[config.mk]
export PLATFORM = sky130hd
export DESIGN_NAME = lcd_bus_capture
export DESIGN_NICKNAME = d
export VERILOG_FILES = /design/src/rtl/lcd_bus_capture.sv
export SDC_FILE = /design/constraint.sdc
export NUM_CORES = 1
export LEC_CHECK = 0
export CELL_PAD_IN_SITES_DETAIL_PLACEMENT = 1
export CELL_PAD_IN_SITES_GLOBAL_PLACEMENT = 1
export CORE_ASPECT_RATIO = 1.2
export CORE_UTILIZATION = 45
export CTS_CLUSTER_SIZE = 40
export DETAILED_ROUTE_END_ITERATION = 10
export GPL_TIMING_DRIVEN = 0
export PLACE_DENSITY_LB_ADDON = 0.12
export SLEW_MARGIN = 0
export SYNTH_ARGS = -nofsm -noshare
export SYNTH_HDL_FRONTEND = slang
export SYNTH_SLANG_ARGS = --single-unit
[constraint.sdc]
create_clock -name CLOCK_50 -period 2.45 [get_ports CLOCK_50]
set_input_delay 0.735 -clock CLOCK_50 [delete_from_list [all_inputs] [get_ports CLOCK_50]]
set_output_delay 0.735 -clock CLOCK_50 [all_outputs]
set_load 0.02 [all_outputs]
[src/rtl/lcd_bus_capture.sv]
// Passive receiver for the HD44780-style LCD write bus.
// Decodes each write and mirrors the visible 2x16 characters into a 32-byte shadow buffer.
module lcd_bus_capture #(
   parameter int SYNC_STAGES = 2
) (
   input  logic        CLOCK_50,
   input  logic        RESET,
   input  logic [9:0]  lcdcontrol,
   input  logic [4:0]  rd_idx,
   output logic [7:0]  rd_char,
   output logic        cmd_valid,
   output logic        data_valid,
   output logic [7:0]  bus_byte,
   output logic [6:0]  cursor,
   output logic        display_on,
   output logic        entry_inc,
   output logic        func_8bit,
   output logic        func_2line,
   output logic        busy,
   output logic        overrun,
   output logic [15:0] data_count
);

   typedef enum logic {ST_IDLE, ST_CLEAR} state_t;

   state_t      state_q, state_d;
   logic [9:0]  sync_q [SYNC_STAGES];
   logic [9:0]  sync_d [SYNC_STAGES];
   logic        prev_e_q, prev_e_d;
   logic [5:0]  clr_idx_q, clr_idx_d;
   logic [6:0]  cursor_q, cursor_d;
   logic        cg_mode_q, cg_mode_d;
   logic        display_on_q, display_on_d;
   logic        entry_inc_q, entry_inc_d;
   logic        func_8bit_q, func_8bit_d;
   logic        func_2line_q, func_2line_d;
   logic [7:0]  bus_byte_q, bus_byte_d;
   logic [15:0] data_count_q, data_count_d;
   logic        cmd_valid_q, cmd_valid_d;
   logic        data_valid_q, data_valid_d;
   logic        overrun_q, overrun_d;
   logic [7:0]  rd_char_q, rd_char_d;
   logic [7:0]  shadow_q [32];

   logic        wr_en;
   logic [4:0]  wr_idx;
   logic [7:0]  wr_data;
   logic [9:0]  bus_word;
   logic        e_fall;

   // DDRAM address walk: the two visible row windows are stitched end to end.
   function automatic logic [6:0] step_cursor(input logic [6:0] c, input logic inc);
      if (inc) begin
         if (c == 7'h27)      return 7'h40;
         else if (c == 7'h67) return 7'h00;
         else                 return c + 7'd1;
      end else begin
         if (c == 7'h40)      return 7'h27;
         else if (c == 7'h00) return 7'h67;
         else                 return c - 7'd1;
      end
   endfunction

   assign bus_word = sync_q[SYNC_STAGES-1];
   assign e_fall   = prev_e_q & ~bus_word[1];

   always_comb begin
      sync_d[0] = lcdcontrol;
      for (int i = 1; i < SYNC_STAGES; i++) begin
         sync_d[i] = sync_q[i-1];
      end
   end

   always_comb begin
      state_d      = state_q;
      prev_e_d     = bus_word[1];
      clr_idx_d    = clr_idx_q;
      cursor_d     = cursor_q;
      cg_mode_d    = cg_mode_q;
      display_on_d = display_on_q;
      entry_inc_d  = entry_inc_q;
      func_8bit_d  = func_8bit_q;
      func_2line_d = func_2line_q;
      bus_byte_d   = bus_byte_q;
      data_count_d = data_count_q;
      cmd_valid_d  = 1'b0;
      data_valid_d = 1'b0;
      overrun_d    = 1'b0;
      rd_char_d    = shadow_q[rd_idx];
      wr_en        = 1'b0;
      wr_idx       = clr_idx_q[4:0];
      wr_data      = 8'h20;

      if (state_q == ST_CLEAR) begin
         if (clr_idx_q[5]) begin
            state_d = ST_IDLE;
         end else begin
            wr_en     = 1'b1;
            clr_idx_d = clr_idx_q + 6'd1;
         end
      end

      // Writes landing during the clear fill are dropped; only the overrun pulse reports them.
      if (e_fall) begin
         if (state_q == ST_CLEAR) begin
            overrun_d = 1'b1;
         end else begin
            bus_byte_d = bus_word[9:2];
            if (!bus_word[0]) begin
               cmd_valid_d = 1'b1;
               casez (bus_word[9:2])
                  8'b1???????: begin
                     cursor_d  = bus_word[8:2];
                     cg_mode_d = 1'b0;
                  end
                  8'b01??????: cg_mode_d = 1'b1;
                  8'b001?????: begin
                     func_8bit_d  = bus_word[6];
                     func_2line_d = bus_word[5];
                  end
                  8'b00001???: display_on_d = bus_word[4];
                  8'b000001??: entry_inc_d  = bus_word[3];
                  8'b0000001?: cursor_d     = 7'h00;
                  8'b00000001: begin
                     cursor_d    = 7'h00;
                     entry_inc_d = 1'b1;
                     cg_mode_d   = 1'b0;
                     state_d     = ST_CLEAR;
                     clr_idx_d   = 6'd0;
                  end
                  default: ;
               endcase
            end else begin
               data_valid_d = 1'b1;
               if (data_count_q != 16'hFFFF) begin
                  data_count_d = data_count_q + 16'd1;
               end
               if (!cg_mode_q && (cursor_q[6:4] == 3'b000 || cursor_q[6:4] == 3'b100)) begin
                  wr_en   = 1'b1;
                  wr_idx  = {cursor_q[6], cursor_q[3:0]};
                  wr_data = bus_word[9:2];
               end
               cursor_d = step_cursor(cursor_q, entry_inc_q);
            end
         end
      end
   end

   // Reset parks the block in the clear state so the fill starts on the first free cycle.
   always_ff @(posedge CLOCK_50) begin
      if (RESET) begin
         for (int i = 0; i < SYNC_STAGES; i++) begin
            sync_q[i] <= '0;
         end
         state_q      <= ST_CLEAR;
         prev_e_q     <= 1'b0;
         clr_idx_q    <= 6'd0;
         cursor_q     <= 7'h00;
         cg_mode_q    <= 1'b0;
         display_on_q <= 1'b0;
         entry_inc_q  <= 1'b1;
         func_8bit_q  <= 1'b0;
         func_2line_q <= 1'b0;
         bus_byte_q   <= 8'h00;
         data_count_q <= 16'h0000;
         cmd_valid_q  <= 1'b0;
         data_valid_q <= 1'b0;
         overrun_q    <= 1'b0;
         rd_char_q    <= 8'h00;
      end else begin
         sync_q       <= sync_d;
         state_q      <= state_d;
         prev_e_q     <= prev_e_d;
         clr_idx_q    <= clr_idx_d;
         cursor_q     <= cursor_d;
         cg_mode_q    <= cg_mode_d;
         display_on_q <= display_on_d;
         entry_inc_q  <= entry_inc_d;
         func_8bit_q  <= func_8bit_d;
         func_2line_q <= func_2line_d;
         bus_byte_q   <= bus_byte_d;
         data_count_q <= data_count_d;
         cmd_valid_q  <= cmd_valid_d;
         data_valid_q <= data_valid_d;
         overrun_q    <= overrun_d;
         rd_char_q    <= rd_char_d;
      end
   end

   always_ff @(posedge CLOCK_50) begin
      if (wr_en && !RESET) begin
         shadow_q[wr_idx] <= wr_data;
      end
   end

   assign rd_char    = rd_char_q;
   assign cmd_valid  = cmd_valid_q;
   assign data_valid = data_valid_q;
   assign bus_byte   = bus_byte_q;
   assign cursor     = cursor_q;
   assign display_on = display_on_q;
   assign entry_inc  = entry_inc_q;
   assign func_8bit  = func_8bit_q;
   assign func_2line = func_2line_q;
   assign busy       = (state_q == ST_CLEAR);
   assign overrun    = overrun_q;
   assign data_count = data_count_q;

endmodule

Yosys cells after proc, flatten, opt, wreduce, memory -nomap -nowiden
Memory sizes are Yosys's and may differ from the RTL's. A register that Yosys moved wholly into a read port is not among the register bits.
Index checks and enable logic that the tools add are counted.
{"block": "word_totals", "regBits": 67, "mem_count": 1, "input_bits": 17, "ram_bits": 256}
{"block": "classes", "bitwise": 5, "reduce_logical": 21, "add_sub_neg": 4, "n_eq_ne": 11, "mux": 38}
{"name": "shadow_q", "depth": 32, "word_bits": 8, "rd": 1, "rd_ports_with_merged_regs": 1, "write_ports": 1, "line_no": "43", "source": "logic [7:0] shadow_q [32];"}
{"operator": "two-way mux 7 bit", "count": 6}
{"operator": "two-way mux 6 bit", "count": 6}
{"operator": "two-way mux 8 bit", "count": 4}
{"operator": "two-way mux 5 bit", "count": 4}
{"operator": "AND reduction 4 bit", "count": 5}
{"operator": "adder 16 x 1 -> 16 bit, second input constant", "count": 1}
{"operator": "!= test 16 bit, second input constant", "count": 1}
{"operator": "two-way mux 1 bit", "count": 15}
{"operator": "equality test 7 bit, second input constant", "count": 2}
{"operator": "case mux 7 bit (2 select lines)", "count": 1}
{"operator": "equality test 8 x 1 -> 1 bit, second input constant", "count": 1}
{"operator": "adder 7 x 1 -> 7 bit, second input constant", "count": 1}
{"operator": "equality test 7 x 1 -> 1 bit, second input constant", "count": 1}
{"operator": "equality test 7 x 6 -> 1 bit, second input constant", "count": 1}
{"operator": "zero test 7 bit", "count": 1}
{"operator": "subtractor 7 x 1 -> 7 bit, second input constant", "count": 1}
{"operator": "adder 6 x 1 -> 6 bit, second input constant", "count": 1}
{"operator": "equality test 6 x 1 -> 1 bit, second input constant", "count": 1}
{"operator": "OR reduction 2 bit", "count": 3}
{"operator": "equality test 5 x 1 -> 1 bit, second input constant", "count": 1}
{"operator": "inverter 1 bit", "count": 4}
{"operator": "case mux 1 bit (2 select lines)", "count": 2}
{"operator": "nonzero test 2 bit", "count": 2}
{"operator": "equality test 3 x 1 -> 1 bit, second input constant", "count": 1}
{"operator": "other kinds (11)", "count": 13}

Logic depth before layout (Yosys ltp)
{"block": "logic_depth", "ltp_word": 10, "depth_mapped": 9, "ltp_nobuf": 7}

Worst setup path before layout
Ideal clock, no wire load.
{"block": "synth_path", "path_type": "register to register", "from": "reg cursor_q[4] (netlist: cursor[4])", "to": "mem shadow_q[14][0] (enable)", "path_stages_with_launch": 8, "path_buffers": 3, "path_slack_ps": -304, "arrival_time_ps": 2368, "required_ps": 2065, "path_cell_list": "dfxtp_1 buf_6 or3_1 buf_6 nor2_8 mux2i_1 buf_2 nor3b_1"}
{"block": "synth_between", "elab_chain_cells": 10}
{"element": "from (decl)", "line_no": "31", "source": "logic [6:0] cursor_q, cursor_d;"}
{"element": "from (signal assigned)", "line_no": "175", "source": "cursor_q <= cursor_d;"}
{"element": "equality test 3 bit or zero test 3 bit (tied branches)", "line_no": "138", "source": "if (!cg_mode_q && (cursor_q[6:4] == 3'b000 || cursor_q[6:4] == 3'b100)) begin"}
{"element": "logical OR 1 bit *", "line_no": "138"}
{"element": "logical AND 1 bit *", "line_no": "138"}
{"element": "two-way mux 1 bit", "line_no": "138"}
{"element": "two-way mux 1 bit", "line_no": "109", "source": "if (!bus_word[0]) begin"}
{"element": "two-way mux 1 bit", "line_no": "105", "source": "if (state_q == ST_CLEAR) begin"}
{"element": "two-way mux 1 bit", "line_no": "104", "source": "if (e_fall) begin"}
{"element": "logical AND 1 bit", "line_no": "191", "source": "if (wr_en && !RESET) begin"}
{"element": "two-way mux 1 bit", "line_no": "191"}
{"element": "two-way mux 1 bit (not written as such)", "line_no": "192", "source": "shadow_q[wr_idx] <= wr_data;"}
{"element": "to (decl)", "line_no": "43"}
Mark *: on every way between the ends. The rest lies on a longest branch, timed or not.

==> results_dict.tcl <==
set metrics [dict create \
    status "finished clean" \
    worstPathArrival_ns 2.78 \
    p_sw_share_pct 21.3 \
    hold_class "reg2reg" \
    placed_cells_incl_taps 1287 \
    hold_path_end "bus_word[3]" \
    yosysSeqAreaShare_pct 68.8 \
    power.density_nw_per_um2 700 \
    area_delta_synth_final_pct 23.8 \
    netlist_area_um2 13400 \
    hold_slack_ns 0.437 \
    row_count 68 \
    synth_nets 860 \
    slew_headroom_pct 18.8 \
    p_total_mw 11.6 \
    post-route-period-util_pct 99.3 \
    final_antenna_net_count 0 \
    total_leakage_power_nw 5.11 \
    hold_viol_final 0 \
    synth_area_leaders "edfxtp_1, dfxtp_1, mux4_2, nor2_1, nor2b_1" \
    drtIter0Drc 496 \
    syn_inst 839 \
    die-area_um2 30400 \
    final_cell_area_um2 16500 \
    io_pins 64 \
    h-tree-depth 2 \
    clkPwrFrac_pct 42.6 \
    cp_slowest_cell "nor4_1" \
    peakVddDrop_mv 0.416 \
    crit_fanout 10 \
    use_met3_pct 3.15 \
    vias_per_cell 5.82 \
    power.net_switching_mw 2.46 \
    first_pass_iters 5 \
    clkTransAtPathRegs_ns 0.06 \
    finalWirelength_mm 35.7 \
    cell_internal_pwr_mw 9.12 \
    setup_viol 0 \
    slowest_delay_ns 0.52 \
    port_buffers 59 \
    diodes 0 \
    reg2reg_depth 8 \
    layoutNonFillerInstCount 1382 \
    cts_tree "done" \
    clock_sinks 331 \
    antenna_found_initial 0 \
    ys_ff_latch 331 \
    maxCapViolCount 0 \
    post-dp-hpwl_mm 22.6 \
    finClkSkew_ns 0.0220 \
    n_fill_cell 2658 \
    track_usage_pct 23.3 \
    crit_path_start_kind "primary input" \
    chipWidth_um 159 \
    utilization_pct 57.0 \
    placed_area_um2 14600 \
    layout-drive-gt1-share_pct 25.9 \
    synth_edf_count 256 \
    grt_pass1_vias 8651 \
    initial_utilization_pct 46.1 \
    power_frac_seq_pct 52.3 \
    vias 8039 \
    yosysTopAreaCell "edfxtp_1" \
    worstPathRequired_ns 2.80 \
    slew_viol_final 0 \
    setup_slack_ns 0.0178 \
    fp.coreArea_um2 29000 \
    clk_latency_ns 0.52 \
    finalNetCount 993 \
    pre_cts_ws_ns -0.664 \
    use_met2_pct 43.0 \
    holdBufCountCts 0 \
    final.min_clock_period_ns 2.43 \
    met1_usage_pct 26.5 \
    synth_area_per_cell_um2 15.9 \
    ff2ff_setup_slack_ns 0.02 \
    path_class "in2reg" \
    crit_top_cell "buf_4" \
    synthFlopType "edfxtp_1" \
    overflow 0 \
    fin_setup_tns_ns 0 \
    drc 0 \
    cts-root-buf "clkbuf_16" \
    fmax_mhz 411 \
    grt_pass1_wl_mm 52.4 \
    yosysWarnings 0 \
    ys_types 67 \
    end_kind "flop" \
    die_h_um 191 \
    busiest_layer "met2" \
    min-delay-start "sync_d[3]" \
    r2r-start "cursor[4]" \
    comb_power_share_pct 5.1 \
    hold_depth 1 \
    synth_top_area_share_pct 57.5 \
    gp_congestion 0.870 \
    cts_max_path_buffers 3 \
    r2r_end "shadow_q[7][1]" \
    synthArstFlopShare_pct 0 \
    grt_max_degree 33 \
    routedWlPerCell_um 25.8 \
    worstMarginPinSlew_ns 1.22 \
    cts_buffers 34 \
    path_cells "buf_2, buf_4, buf_4, buf_4, buf_2, a211oi_1, nor4_1" \
]
layout by cell type (no fill, tap or decap), drive strengths merged, types with 23 or more instances in the layout:
cell / synthesis / layout
clkdlybuf4s50: 0 / 58
clkbuf: 27 / 69
edfxtp: 256 / 256
nand2: 41 / 41
buf: 27 / 65
nor3: 23 / 23
nor2: 58 / 58
mux4: 64 / 64
nor2b: 31 / 31
dfxtp: 75 / 75
per-layer routing:
layer | vias to the layer above | part of all wire [%]
li1 | 3569 | -
met1 | 4170 | 38
met2 | 222 | 53
met3 | 78 | 3.7
met4 | 0 | 5.1
met5 | - | 0
worst max-delay path by stage:
| stage | from | endpoint | slack (ns) |
|---|---|---|---|
| 4_1_cts | cursor[4] | shadow_q[3][6] | -0.25 |
| 3_3_place_gp | bus_word[0] | shadow_q[18][7] | -1.83 |
| 3_5_place_dp | RESET | shadow_q[16][7] | -0.66 |
| 6_report | rd_idx[0] | rd_char[0] | 0.02 |
| 2_1_floorplan | cursor[4] | shadow_q[0][3] | -0.26 |
| 5_1_grt | rd_idx[0] | rd_char[0] | -0.07 |
registers in the layout (all words and copies together), names as in the netlist, 6 cells and up:
signal / count
shadow_q: 256
data_count: 16
bus_word: 10
sync_d: 10
bus_byte: 8
rd_char: 8
cursor: 7
clr_idx_q: 6
cells in the mapped netlist (5+ instances only):
| cell type | number |
|---|---|
| nand3_1 | 12 |
| nor4_1 | 12 |
| clkbuf_1 | 27 |
| mux2_2 | 8 |
| xnor2_1 | 9 |
| nand2b_1 | 8 |
| nor2_1 | 57 |
| edfxtp_1 | 256 |
| nor2b_1 | 31 |
| buf_2 | 16 |
| nor3b_1 | 12 |
| o21ai_0 | 10 |
| xor2_1 | 8 |
| a31oi_1 | 12 |
| nor3_1 | 16 |
| mux4_2 | 64 |
| mux2i_1 | 10 |
| o32ai_1 | 7 |
| and2_1 | 6 |
| o22ai_1 | 11 |
| or3_1 | 7 |
| nand2_1 | 41 |
| inv_1 | 7 |
| nor3_2 | 6 |
| dfxtp_1 | 75 |
| a211oi_1 | 8 |
| a21oi_1 | 22 |
| buf_4 | 5 |
| nand4_1 | 9 |
power groups by stage:
stage | Combinational (mW) | Clock (mW) | Sequential, mW
2_1_floorplan | 0.327 | 0 | 6.18
3_3_place_gp | 0.509 | 0 | 6.17
3_5_place_dp | 0.519 | 0 | 6.18
4_1_cts | 0.560 | 5.01 | 6.06
5_1_grt | 0.623 | 5.18 | 6.06
6_report | 0.591 | 4.93 | 6.06
area by class of cell:
cell class / instances / area [um2] / share of cell area, %
Tap cell: 385 / 482 / 2.91
Timing Repair Buffer: 100 / 1210 / 7.30
Multi-Input combinational cell: 447 / 4300 / 26.0
Clock buffer: 42 / 945 / 5.71
Sequential cell: 331 / 9200 / 55.6
Inverter: 7 / 26.3 / 0.159
Clock inverter: 19 / 109 / 0.658
Buffer: 51 / 275 / 1.66
repair_timing:
action,in CTS,in global routing
endpoints found under the setup margin,421,326
resized for setup,64,25
buffers inserted,26,11
endpoints found under the hold margin,0,0
pin swaps,15,9
critical path: cells and delay by family:
family	cells	cell delay, ns
compound gates	1	0.12
buf+inv	5	1.39
simple gates	1	0.52
cell families (layout without fill, tap and decap cells):
group,after synthesis,in the layout,synth area share (%)
buf+inv,61,219,2.23
flops,331,331,68.8
mux,82,82,12.2
xor+xnor,17,17,1.11
fa+ha+maj,4,4,0.375
compound gates,99,99,5.08
simple gates,245,245,10.2
(Power assumes the default switching activity.)
